**config.mk**
```make
export PLATFORM = sky130hd
export DESIGN_NAME = control_lectura_escritura
export DESIGN_NICKNAME = d
export VERILOG_FILES = /design/src/rtl/control_lectura_escritura.sv
export SDC_FILE = /design/constraint.sdc
export NUM_CORES = 1
export LEC_CHECK = 0
export BUFFER_PORTS_ARGS = -buffer_cell sky130_fd_sc_hd__buf_2
export CORE_MARGIN = 10
export CORE_UTILIZATION = 55
export DETAILED_ROUTE_END_ITERATION = 12
export PLACE_DENSITY = 0.84
export SYNTH_ARGS = -nofsm -noshare
export SYNTH_HDL_FRONTEND = slang
export SYNTH_SLANG_ARGS = --single-unit
```
**constraint.sdc**
```tcl
create_clock -name clk -period 3.4 [get_ports clk]
set_input_delay 0.17 -clock clk [delete_from_list [all_inputs] [get_ports clk]]
set_output_delay 0.17 -clock clk [all_outputs]
set_load 0.005 [all_outputs]
```
**src/rtl/control_lectura_escritura.sv**
```systemverilog
// Read/write slot sequencer between the user-edit logic and the RTC bus engine.
// Each fixed-length bus slot either polls one RTC register or performs one write.
module control_lectura_escritura #(
  parameter int unsigned SLOT_CYCLES = 5120
) (
  input  logic       clk,
  input  logic       reset,
  input  logic       inistop_crono,
  input  logic [3:0] switch,
  input  logic [7:0] dir_in,
  output logic       camb_hora1,
  output logic       camb_fecha1,
  output logic       camb_crono1,
  output logic       reinicio1,
  output logic       RD_WR,
  output logic [7:0] dir_out
);

  localparam int unsigned CntW = (SLOT_CYCLES > 1) ? $clog2(SLOT_CYCLES) : 1;
  localparam logic [CntW-1:0] CntLast = CntW'(SLOT_CYCLES - 1);

  typedef enum logic [2:0] {
    StRead,
    StWrHora,
    StWrFecha,
    StWrCrono,
    StStartStop,
    StInit
  } mode_e;

  function automatic logic [7:0] read_tbl(input logic [3:0] i);
    case (i)
      4'd0:    read_tbl = 8'h21;
      4'd1:    read_tbl = 8'h22;
      4'd2:    read_tbl = 8'h23;
      4'd3:    read_tbl = 8'h24;
      4'd4:    read_tbl = 8'h25;
      4'd5:    read_tbl = 8'h26;
      4'd6:    read_tbl = 8'h41;
      4'd7:    read_tbl = 8'h42;
      4'd8:    read_tbl = 8'h43;
      default: read_tbl = 8'hF0;
    endcase
  endfunction

  function automatic logic [7:0] init_tbl(input logic [1:0] i);
    case (i)
      2'd0:    init_tbl = 8'h02;
      2'd1:    init_tbl = 8'h10;
      default: init_tbl = 8'h00;
    endcase
  endfunction

  logic [CntW-1:0] cnt_q, cnt_d;
  mode_e           mode_q, mode_d, next_mode;
  logic [3:0]      idx_q, idx_d;
  logic [1:0]      init_idx_q, init_idx_d;
  logic            flag_q, flag_d;
  logic            ino_cur_q, ino_prev_q;
  logic            rd_wr_q, rd_wr_d;
  logic            camb_hora_q, camb_hora_d;
  logic            camb_fecha_q, camb_fecha_d;
  logic            camb_crono_q, camb_crono_d;
  logic            reinicio_q, reinicio_d;
  logic [7:0]      dir_q, dir_d;
  logic            boundary, ino_edge, flag_clr, in_write_edit;

  assign boundary      = (cnt_q == CntLast);
  assign ino_edge      = ino_cur_q & ~ino_prev_q;
  assign in_write_edit = (mode_q == StWrHora) || (mode_q == StWrFecha) || (mode_q == StWrCrono);

  always_comb begin
    if (switch == 4'b1000)      next_mode = StInit;
    else if (flag_q)            next_mode = StStartStop;
    else if (switch == 4'b0001) next_mode = StWrHora;
    else if (switch == 4'b0010) next_mode = StWrFecha;
    else if (switch == 4'b0100) next_mode = StWrCrono;
    else                        next_mode = StRead;
  end

  always_comb begin
    cnt_d        = boundary ? '0 : cnt_q + 1'b1;
    mode_d       = mode_q;
    idx_d        = idx_q;
    init_idx_d   = init_idx_q;
    rd_wr_d      = rd_wr_q;
    camb_hora_d  = camb_hora_q;
    camb_fecha_d = camb_fecha_q;
    camb_crono_d = camb_crono_q;
    reinicio_d   = reinicio_q;
    dir_d        = dir_q;
    flag_clr     = 1'b0;

    if (boundary) begin
      mode_d       = next_mode;
      rd_wr_d      = (next_mode == StRead);
      camb_hora_d  = (next_mode == StWrHora);
      camb_fecha_d = (next_mode == StWrFecha);
      camb_crono_d = (next_mode == StWrCrono);
      reinicio_d   = (next_mode == StInit);
      unique case (next_mode)
        StRead: begin
          dir_d = read_tbl(idx_q);
          idx_d = (idx_q == 4'd9) ? 4'd0 : idx_q + 4'd1;
        end
        StWrHora, StWrFecha, StWrCrono: dir_d = dir_in;
        StStartStop: begin
          dir_d    = 8'h00;
          flag_clr = 1'b1;
        end
        StInit: begin
          if (mode_q != StInit) begin
            dir_d      = init_tbl(2'd0);
            init_idx_d = 2'd1;
          end else begin
            dir_d = init_tbl(init_idx_q);
            if (init_idx_q != 2'd2) init_idx_d = init_idx_q + 2'd1;
          end
        end
        default: dir_d = dir_q;
      endcase
    end else if (in_write_edit) begin
      // Edit modes follow the address from the edit logic within the slot.
      dir_d = dir_in;
    end

    // A fresh edge wins over a simultaneous clear so no request is lost.
    flag_d = ino_edge | (flag_q & ~flag_clr);
  end

  always_ff @(posedge clk) begin
    if (reset) begin
      cnt_q        <= '0;
      mode_q       <= StRead;
      idx_q        <= 4'd0;
      init_idx_q   <= 2'd0;
      flag_q       <= 1'b0;
      ino_cur_q    <= 1'b0;
      ino_prev_q   <= 1'b0;
      rd_wr_q      <= 1'b1;
      camb_hora_q  <= 1'b0;
      camb_fecha_q <= 1'b0;
      camb_crono_q <= 1'b0;
      reinicio_q   <= 1'b0;
      dir_q        <= 8'h21;
    end else begin
      cnt_q        <= cnt_d;
      mode_q       <= mode_d;
      idx_q        <= idx_d;
      init_idx_q   <= init_idx_d;
      flag_q       <= flag_d;
      ino_cur_q    <= inistop_crono;
      ino_prev_q   <= ino_cur_q;
      rd_wr_q      <= rd_wr_d;
      camb_hora_q  <= camb_hora_d;
      camb_fecha_q <= camb_fecha_d;
      camb_crono_q <= camb_crono_d;
      reinicio_q   <= reinicio_d;
      dir_q        <= dir_d;
    end
  end

  assign RD_WR       = rd_wr_q;
  assign camb_hora1  = camb_hora_q;
  assign camb_fecha1 = camb_fecha_q;
  assign camb_crono1 = camb_crono_q;
  assign reinicio1   = reinicio_q;
  assign dir_out     = dir_q;

endmodule

```
# After elaboration in Yosys (flattened, before gate mapping)
# Memories as Yosys holds them, arrays and structs flattened. A register that Yosys moved wholly into a read port is not among the register bits.
# Index checks and enable logic that the tools add are counted.
# totals
mem_bits_ro	112
ff_bits	38
inputBits	15
memories	1
wordCells	68
output_inout_bits	13
# mem_list
name	words	word_bits	read_ports	rd_clocked_by_memory_dff	wr	line	text
(no name shown)	16	7	1	1	0	32	case (i)
# classes
eq_ne	18
n_reduce_logical	11
n_addsub	3
muxes	17
n_bitwise	5
# ops
op	count
case mux 8 bit (4 select lines)	1
2-to-1 mux 8 bit	2
adder 13 x 1 -> 13 bit (second input constant)	1
equality test 13 bit (second input constant)	1
equality test 3 x 2 -> 1 bit (second input constant)	4
2-to-1 mux 4 bit	3
2-to-1 mux 2 bit	5
case mux 5 bit (2 select lines)	1
equality test 4 bit (second input constant)	2
equality test 3 x 1 -> 1 bit (second input constant)	2
equality test 3 bit (second input constant)	2
2-to-1 mux 3 bit	2
2-to-1 mux 5 bit	1
inequality test 5 x 1 -> 1 bit (second input constant)	1
adder 4 x 1 -> 4 bit (second input constant)	1
equality test 4 x 1 -> 1 bit (second input constant)	1
equality test 4 x 2 -> 1 bit (second input constant)	1
equality test 4 x 3 -> 1 bit (second input constant)	1
AND reduction 2 bit	2
nonzero test 2 bit	2
logical NOT 3 bit	1
inequality test 3 bit (second input constant)	1
AND reduction 3 bit	1
OR reduction 3 bit	1
10 further kinds	14

# Longest topological paths before layout
# Gate-level depths: netlist of run 1.
# logic_depth
word_depth	12
depth_mapped	11
mapped_depth_nobuf	11

# Worst setup path after synthesis of run 1
# OpenSTA, ideal clock, no wires.
# synth_path
path_kind	reg2reg
start	register cnt_q[0]
end	register with a tool-made name
synth_period_minus_slack_ns	2.399
path_slack_ns	1.001
arrival_ns	2.278
n_path_buf	0
stages_incl_launch_ff	11
setup_time_ns	0.121
t_required_ns	3.279
cell_sequence	dfxtp_1 ha_1 nand2_1 nor4_2 nand3_2 or3_1 a21oi_2 inv_1 ha_1 a22oi_1 o21ai_1
# synth_rtl
item	line	text
start: declaration	54	logic [CntW-1:0] cnt_q, cnt_d;
start signal: assignment	147	cnt_q <= cnt_d;

==> qor.csv, run 1 <==
metric,value,unit
outcome,finished clean,
power_frac_seq,0.527,
crit_required,3.59,ns
r2r_slack,0.76,ns
clock_skew,0.00640,ns
setup_viol_count_final,0,
htreeDepth,2,
r2r_cells,11,
cts_buffers,5,
end_kind,flip-flop,
coreArea,3690,µm²
ys_top_cells_by_count,"dfxtp_1, nor2_1, a21oi_1",
place.port_buffers,27,
syn_avg_cell_area,8.75,µm²
rsz0062_at_grt,no,
r2r-start,cnt_q[0],
ys_dominant_reg_cell,dfxtp_1,
postCtsSetupRepairBufs,0,
start_kind,flip-flop,
drc,0,
ys_warn_count,0,
area.growth.synth_to_final,13.3,%
max_stage_delay,0.41,ns
hold_ws,0.0969,ns
pin_count,28,
nNetsFinal,288,
grt_pass1_wl,7240,µm
globalplace.congestion,0.780,
p_clk_frac,0.419,
synth_top_area_frac,0.416,
syn_area,2120,µm²
critPathArrivalTime,2.83,ns
grt.overflow.total,0,
drt_wl_total,4350,µm
dr.pass1.iters,4,
finalCritPeriodShare,0.776,
timing_worst_setup_path_type,reg2reg,
postRouteAntennaNets,0,
drt_iter0_drc,126,
async_reset_ff_frac,0,
crit_top_cell,ha_1,
ctsResizeCount,0,
antennaDiodeCount,0,
pwr-share-comb,0.055,
drive_gt1_frac,0.187,
max_cap_violations,0,
grt_usage,0.133,
yosys.cell_count.top_type,dfxtp_1,
crit_slowest_cell,or3_1,
sw_frac_of_total,0.216,
dp_slack,0.756,ns
cts_tree,built,
vias_per_cell,5.54,
power.internal,782,µW
rows,22,
switchingPower,215,µW
ir_drop,0.000256,V
worst_slew_pin_slew,0.725,ns
ys_ff_latch,44,
grt_max_degree,34,
slew_viol_final,0,
clock_sinks,44,
setup_tns,0,ns
die_area,6730,µm²
hold_path.class,in2reg,
root_buffer,clkbuf_8,
relSlewSlack,0.512,
worst_slack,0.760,ns
post-route-min-period,2.64,ns
path_clk_slew,0.08,ns
path_max_fanout,13,
cp-startpoint,cnt_q[0],
syn_inst,242,
cts_hold_buf,0,
power,997,µW
routedWlPerCell,13.8,µm
clk_latency,0.29,ns
antenna_found_initial,0,
power-per-cell-area,415,nW/µm²
fin_area,2400,µm²
cts_max_path_buffers,2,
fp.dieW,82.1,µm
placed_area,2280,µm²
ys_seq_area_frac,0.416,
initial_core_util,0.574,
grt_pass1_vias,1673,
yosys.area.top_type,dfxtp_1,
vias,1751,
syn_nets,263,
yosysUniqueCellTypes,48,
synth_edf_count,0,
fmax,379,MHz
ys_top_cells_by_area,"dfxtp_1, nor2_1, a21oi_1",
leakage,0.000930,µW
die_y,82.1,µm
hold_viol,0,
dp_hpwl,3220,µm
crit_chain,ha_1 > nand2_1 > nor4_2 > buf_4 > nand3_2 > or3_1 > a21oi_2 > inv_1 > ha_1 > a22oi_1 > o21ai_1,
-- placed cells by master (no fill, tap or decap), types with 2 or more instances in the layout --
cell and n:
buf_4 2, a21oi_2 2, or3_1 2, buf_2 27
mux2i_1 3, a22oi_1 3, a21oi_1 18, nand3_1 8
a31oi_1 2, nand2b_1 4, nand3b_1 2, o21ai_1 2
a211o_1 2, and2_1 3, nor3_1 9, ha_1 6
xnor2_1 6, nor2b_1 5, dfxtp_1 44, nor3b_1 2
o21ai_0 10, clkbuf_8 6, a221oi_1 4, o21bai_1 3
xor2_1 7, nor2_1 29, a211oi_1 3, inv_1 12
nand4b_1 3, and3_1 2, nand4_1 3, nand2_1 16
-- power groups by stage --
stage / Sequential [µW] / Clock [µW] / Combinational [µW]
final: 525 / 418 / 54.4
after global routing: 526 / 446 / 61.0
after CTS: 525 / 426 / 54.5
after detailed placement: 537 / 0 / 54.0
after global placement: 537 / 0 / 53.0
after floorplan: 534 / 0 / 41.1
-- logic make-up (layout without fill, tap and decap cells) --
group,after synthesis,in the layout,share of synthesized area
compound gates,55,55,0.180
fa+ha+maj,6,6,0.0354
flops,44,44,0.416
simple gates,97,97,0.250
buf+inv,23,49,0.0449
xor+xnor,13,13,0.0538
mux,4,4,0.0195
-- layout make-up --
type,instances,area [µm²]
fill,308,1290
multi-input combinational,175,1140
sequential,44,881
timing repair buffer,29,150
clock buffer,6,82.6
tap,48,60.1
inverter,12,45.0
clock inverter,2,38.8
-- metrics by stage --
stage | utilization | std cells
2_1_floorplan | - | 242
3_3_place_gp | 0.618 | 308
3_5_place_dp | 0.618 | 308
4_1_cts | 0.651 | 316
5_1_grt | 0.651 | 316
6_report | 0.651 | 316
-- routing by layer --
layer	vias to the layer above	track usage	part of all wire
met5	-	0	0
met4	0	0.0425	0.015
met3	10	0.0360	0.061
met2	32	0.229	0.48
met1	805	0.157	0.44
li1	904	-	-
-- how the worst min path moves through the flow --
stage,startpoint,end,slack (ns),cells past startpoint
2_1_floorplan,reset,idx_q[3],0.25,1
4_1_cts,inistop_crono,ino_cur_q,0.10,2
5_1_grt,inistop_crono,ino_cur_q,0.10,2
6_report,inistop_crono,ino_cur_q,0.1,2
3_5_place_dp,inistop_crono,ino_cur_q,0.40,2
3_3_place_gp,inistop_crono,ino_cur_q,0.38,2
-- worst max-delay path, delay by kind of cell, from the launching register on --
family / cells / cell delay (ns)
simple gates: 4 / 0.93
buf+inv: 2 / 0.29
flops: 1 / 0.38
compound gates: 3 / 0.42
fa+ha+maj: 2 / 0.52
(Power assumes the default switching activity.)
==> run 2: changes to the inputs <==
Settings changed: ABC_AREA set to 1, PLACE_DENSITY 0.84 to 0.83.
Clock period 3.4 ns to 2.5 ns, I/O delays scaled along.
==> run 2 against run 1 <==
Effect of this change:
- clock power rose by 12%
- non-clock buffer count fell by 1
- die area rose by 3.2%
- hold slack got worse by 0.075 ns
- flip-flop and latch count did not move
- clock-buffer cell count rose by 1
- largest cell class unchanged
==> qor.csv, run 2 <==
metric,value,unit,change
outcome,finished clean,,
grt_usage,0.136,,+0.00256
cts_buffers,5,,unchanged
rsz0062_at_grt,no,,
synth_top_area_frac,0.399,,-0.0167
ys_dominant_reg_cell,dfxtp_1,,
area.growth.synth_to_final,12.4,%,
grt_pass1_wl,8150,µm,+13%
syn_nets,310,,+18%
vias_per_cell,5.20,,-6.2%
grt_pass1_vias,1881,,+12%
final_common_cell,nand2_1,,
place.port_buffers,27,,unchanged
grt_max_degree,16,,-53%
max_cap_violations,0,,unchanged
yosysUniqueCellTypes,36,,-25%
htreeDepth,2,,unchanged
nNetsFinal,341,,+18%
ir_drop,0.000362,V,+41%
pin_count,28,,unchanged
async_reset_ff_frac,0,,unchanged
crit_required,2.70,ns,-0.89 ns
drc,0,,unchanged
syn_inst,289,,+19%
leakage,0.00120,µW,+29%
fp.dieW,83.3,µm,+1.6%
yosys.cell_count.top_type,nand2_1,,
synth-simple-area-share,0.359,,+0.108
ys_top_cells_by_area,"dfxtp_1, nand2_1, inv_1",,
rows,22,,unchanged
start_kind,flip-flop,,
coreArea,3770,µm²,+2.2%
grt.overflow.total,0,,unchanged
synth_top_family_by_area,simple AND/OR/NAND/NOR gates,,
post-route-min-period,2.28,ns,-0.362 ns
drive_gt1_frac,0.244,,+0.0572
synth_xor_area_frac,0.0198,,-0.0339
path_max_fanout,14,,+1
path_clk_slew,0.07,ns,about the same
setup_tns,0,ns,unchanged
die_area,6950,µm²,+3.2%
synth_mux_area_frac,0,,-0.0195
slew_viol_final,0,,unchanged
die_y,83.3,µm,+1.6%
yosys.area.top_type,dfxtp_1,,
vias,1913,,+9.3%
finalCritPeriodShare,0.911,,+0.135
synth_adder_area_share,0.0340,,-0.00143
placed_area,2380,µm²,+4.6%
ys_top_cells_by_count,"nand2_1, dfxtp_1, inv_1",,
relSlewSlack,0.723,,+0.210
cts_max_path_buffers,2,,unchanged
syn_avg_cell_area,7.64,µm²,-13%
crit_top_cell,nand2_1,,
drt_iter0_drc,137,,+8.7%
worst_slew_pin_slew,0.416,ns,-0.310 ns
cts_tree,built,,
routedWlPerCell,12.9,µm,-6.4%
critPathArrivalTime,2.47,ns,-0.36 ns
clk_latency,0.30,ns,about the same
synth_edf_count,0,,unchanged
end_kind,flip-flop,,
clock_skew,0.00381,ns,-0.00260 ns
ys_warn_count,0,,unchanged
hold_path.class,in2reg,,
nFillCells,315,,+2.3%
clock_sinks,44,,unchanged
syn_area,2210,µm²,+4.2%
antennaDiodeCount,0,,unchanged
dr.pass1.iters,5,,+1
timing_worst_setup_path_type,reg2reg,,
fmax,439,MHz,+16%
globalplace.congestion,0.874,,+12%
fin_area,2480,µm²,+3.4%
drt_wl_total,4740,µm,+9.0%
antenna_found_initial,0,,unchanged
postRouteAntennaNets,0,,unchanged
setup_viol_count_final,0,,unchanged
crit_chain,ha_1 > nand2_2 > nor2_4 > nand2_4 > nor2_8 > nand3_2 > nand2_1 > nand2_1 > nor2_2 > inv_1 > ha_1 > inv_1 > nand2_1 > nand3_1 > nand2_1,,
postCtsSetupRepairBufs,0,,unchanged
hold_viol,0,,unchanged
crit_family,simple AND/OR/NAND/NOR gates,,
initial_core_util,0.585,,+0.0110
ys_ff_latch,44,,unchanged
dp_hpwl,3540,µm,+9.9%
power,1260,µW,+27%
final_cell_mix,"nand2_1, dfxtp_1, inv_1",,
crit_slowest_cell,dfxtp_1,,
root_buffer,clkbuf_8,,
synth_compound_area_frac,0.100,,-0.0798
ys_seq_area_frac,0.399,,-0.0167
power-per-cell-area,508,nW/µm²,+22%
cp_num_buf_inv,2,,unchanged
max_stage_delay,0.38,ns,-0.03 ns
[run 2: cell types whose count changed in the layout (fill, tap and decap cells not counted), sizes merged, moves of 5 or more]
cell	previous run	this run
nor2	29	40
nand3	9	25
nand2	16	63
nand4	3	8
nor3	9	4
inv	12	42
nor2b	5	0
[run 2: power breakdown]
group          total [µW]  switching (µW)  leakage, µW  internal (µW)
Sequential            712            5.08     0.000356            707
Combinational        79.2            52.8     0.000792           26.3
Clock                 470             224    0.0000503            246
Total                1260             282      0.00120            979
[run 2: through the flow]
stage | std cells | utilization | hold slack [ns] | worst slack (ns)
global placement | 361 | 0.632 | 0.323 | 0.343
floorplan | 289 | - | 0.232 | 0.511
global route | 368 | 0.658 | 0.0352 | 0.0379
finish | 368 | 0.658 | 0.0220 | 0.223
detailed placement | 361 | 0.632 | 0.334 | 0.219
CTS | 368 | 0.657 | 0.0205 | 0.178
[run 2: metal layers]
| metal | track usage | vias up | part of all wire | routed length (µm) |
|---|---|---|---|---|
| li1 | - | 982 | - | - |
| met1 | 0.154 | 885 | 0.44 | 2100 |
| met2 | 0.226 | 41 | 0.50 | 2370 |
| met3 | 0.0400 | 5 | 0.047 | 223 |
| met4 | 0.0646 | 0 | 0.010 | 48 |
| met5 | 0 | - | 0 | 0 |
[run 2: cell type report]
type | count | area (µm²) | share of cell area
Clock buffer | 7 | 96.3 | 0.0388
Inverter | 44 | 166 | 0.0671
Multi-Input combinational cell | 197 | 1130 | 0.457
Sequential cell | 44 | 881 | 0.355
Tap cell | 48 | 60.1 | 0.0242
Timing Repair Buffer | 28 | 143 | 0.0575
[run 2: worst paths after layout]
path	slack [ns]	from	cells after the start	to
min reg2reg	0.43	ino_prev_q	1	flag_q
max	0.22	cnt_q[0]	15	flip-flop
max reg2reg	0.22	cnt_q[0]	15	flip-flop
min	0.02	inistop_crono	3	ino_cur_q
[run 2: kinds of logic after synthesis]
group,Yosys count
xor gates and xnor gates,5
adders and majority gates,6
AOI/OAI and AO/OA,40
DFF,44
buffers and inverters,48
and+or+nand+nor,146
[run 2: what timing repair did]
item                       CTS  global route
hold buffers                 0             0
setup endpoints to repair    0             1
hold endpoints to repair     0             0
resized for setup            0             1
[run 2: worst reg2reg max path, stage by stage, from the launching register on]
cell,delay (ns)
dfxtp_1,0.38
ha_1,0.20
nand2_2,0.09
nor2_4,0.13
nand2_4,0.11
nor2_8,0.22
nand3_2,0.14
nand2_1,0.08
nand2_1,0.08
nor2_2,0.16
inv_1,0.06
ha_1,0.27
inv_1,0.05
nand2_1,0.06
nand3_1,0.08
nand2_1,0.06
==> run 3: changes to the inputs <==
Settings changed: CORE_UTILIZATION 55 to 57, PLACE_DENSITY 0.83 to 0.86.
==> run 3 against run 2 <==
Effect of this change:
- non-clock buffer count up 6
- critical path depth unchanged
- setup slack gained 0.058 ns
- combinational power rose by 1%
- clock-buffer cell count shrank 1
- hold slack better by 0.0060 ns
- first-iteration DRC count fell by 28%
- register-to-register slack improved by 0.06 ns
- sequential power about the same
- highest routed layer unchanged
==> qor.csv, run 3 (synthesized netlist as in run 2, its figures left out) <==
metric,value,unit,change
outcome,finished clean,,
r2r-start,cnt_q[0],,
grt_pass1_wl,7850,µm,-3.6%
clock_skew,0.00691,ns,+0.00310 ns
hold_viol,0,,unchanged
cts_max_path_buffers,2,,unchanged
globalplace.congestion,0.875,,+0.10%
grt_max_degree,16,,unchanged
drc,0,,unchanged
dp_hpwl,3500,µm,-1.1%
die_y,82.2,µm,-1.3%
path_max_fanout,10,,-4
vias,1972,,+3.1%
area.growth.synth_to_final,14.3,%,
vias_per_cell,5.26,,+1.2%
grt_usage,0.144,,+0.00834
power-per-cell-area,495,nW/µm²,-2.7%
hold_path.class,in2reg,,
die_area,6760,µm²,-2.7%
critPathArrivalTime,2.42,ns,-0.05 ns
routedWlPerCell,13.0,µm,+0.99%
place.port_buffers,27,,unchanged
clock_sinks,44,,unchanged
worst_slew_pin_slew,0.430,ns,+0.0143 ns
min_path_cells,3,,unchanged
grt.overflow.total,0,,unchanged
postRouteAntennaNets,0,,unchanged
rsz0062_at_grt,no,,
nFillCells,323,,+2.5%
max_cap_violations,0,,unchanged
min_to,ino_cur_q,,
drive_gt1_frac,0.260,,+0.0162
finalCritPeriodShare,0.888,,-0.0233
ir_drop,0.000322,V,-11%
cts_buffers,5,,unchanged
final_cell_mix,"nand2_1, dfxtp_1, inv_1",,
initial_core_util,0.594,,+0.00867
worst_slack,0.281,ns,+0.0582 ns
r2r_slack,0.28,ns,+0.06 ns
post-route-min-period,2.22,ns,-0.0582 ns
relSlewSlack,0.713,,-0.00954
coreArea,3720,µm²,-1.5%
drt_wl_total,4880,µm,+2.9%
slew_viol_final,0,,unchanged
fp.dieW,82.2,µm,-1.3%
start_kind,flip-flop,,
final_common_cell,nand2_1,,
crit_required,2.70,ns,about the same
htreeDepth,2,,unchanged
cp-startpoint,cnt_q[0],,
setup_viol_count_final,0,,unchanged
rows,22,,unchanged
cts_tree,built,,
r2r_cells,15,,unchanged
dp_slack,0.200,ns,-0.0187 ns
setup_tns,0,ns,unchanged
fin_util,0.679,,+0.0209
placed_area,2380,µm²,unchanged
worstHoldStart,inistop_crono,,
power,1250,µW,-1.1%
pin_count,28,,unchanged
cts_hold_buf,0,,unchanged
path_clk_slew,0.08,ns,about the same
timing_worst_setup_path_type,reg2reg,,
antenna_found_initial,0,,unchanged
leakage,0.00123,µW,+2.8%
fin_area,2520,µm²,+1.7%
root_buffer,clkbuf_8,,
antennaDiodeCount,0,,unchanged
clk_latency,0.30,ns,about the same
nNetsFinal,347,,+1.8%
dr.pass1.iters,4,,-1
drt_iter0_drc,98,,-28%
end_kind,flip-flop,,
grt_pass1_vias,1875,,-0.32%
fmax,451,MHz,+2.6%
[run 3: changes by cell type in the layout (fill, tap and decap cells not counted)]
| cell | previous run | this run |
|---|---|---|
| clkinv_2 | 1 | 3 |
| buf_4 | 1 | 7 |
| clkbuf_8 | 7 | 6 |
[run 3: through the flow]
| step | std cells | hold WS (ns) |
|---|---|---|
| finish | 375 | 0.0280 |
| global route | 375 | 0.0473 |
| CTS | 369 | 0.0258 |
| detailed placement | 361 | 0.344 |
| global placement | 361 | 0.324 |
| floorplan | 289 | 0.232 |
[run 3: where the power goes]
| part | internal [µW] | switching [µW] |
|---|---|---|
| Sequential | 707 | 4.72 |
| Clock | 220 | 236 |
| Combinational | 26.4 | 53.7 |
[run 3: repair_timing]
item                                    4_1_cts  5_1_grt
endpoints found under the setup margin        0        1
buffers inserted                              0        6
resized for setup                             0        1
[run 3: worst max path at each step]
stage | endpoint | depth (start not counted)
final | flip-flop | 15
after global routing | flip-flop | 15
after CTS | flip-flop | 15
after detailed placement | flip-flop | 15
after global placement | flip-flop | 15
after floorplan | flip-flop | 15
[run 3: worst max-delay path, cell delays in order (launching register included)]
cell and delay [ns]:
dfxtp_1 0.39, ha_1 0.20, nand2_2 0.09, nor2_4 0.14
nand2_4 0.11, nor2_8 0.19, nand3_2 0.12, nand2_1 0.08
nand2_1 0.09, nor2_2 0.16, inv_1 0.06, ha_1 0.27
inv_1 0.05, nand2_1 0.05, nand3_1 0.07, nand2_1 0.05
[run 3: cell type report]
class                           count  area [µm²]  area share
Clock inverter                      2        10.0     0.00397
Multi-Input combinational cell    197        1130       0.450
Inverter                           44         166      0.0660
Tap cell                           48        60.1      0.0238
Timing Repair Buffer               34         188      0.0744
Sequential cell                    44         881       0.349
Clock buffer                        6        82.6      0.0327
[run 3: metal layers]
layer / GRT usage / part of all wire
met1: 0.160 / 0.43
met2: 0.251 / 0.50
met3: 0.0432 / 0.049
met4: 0.0561 / 0.021
met5: 0 / 0
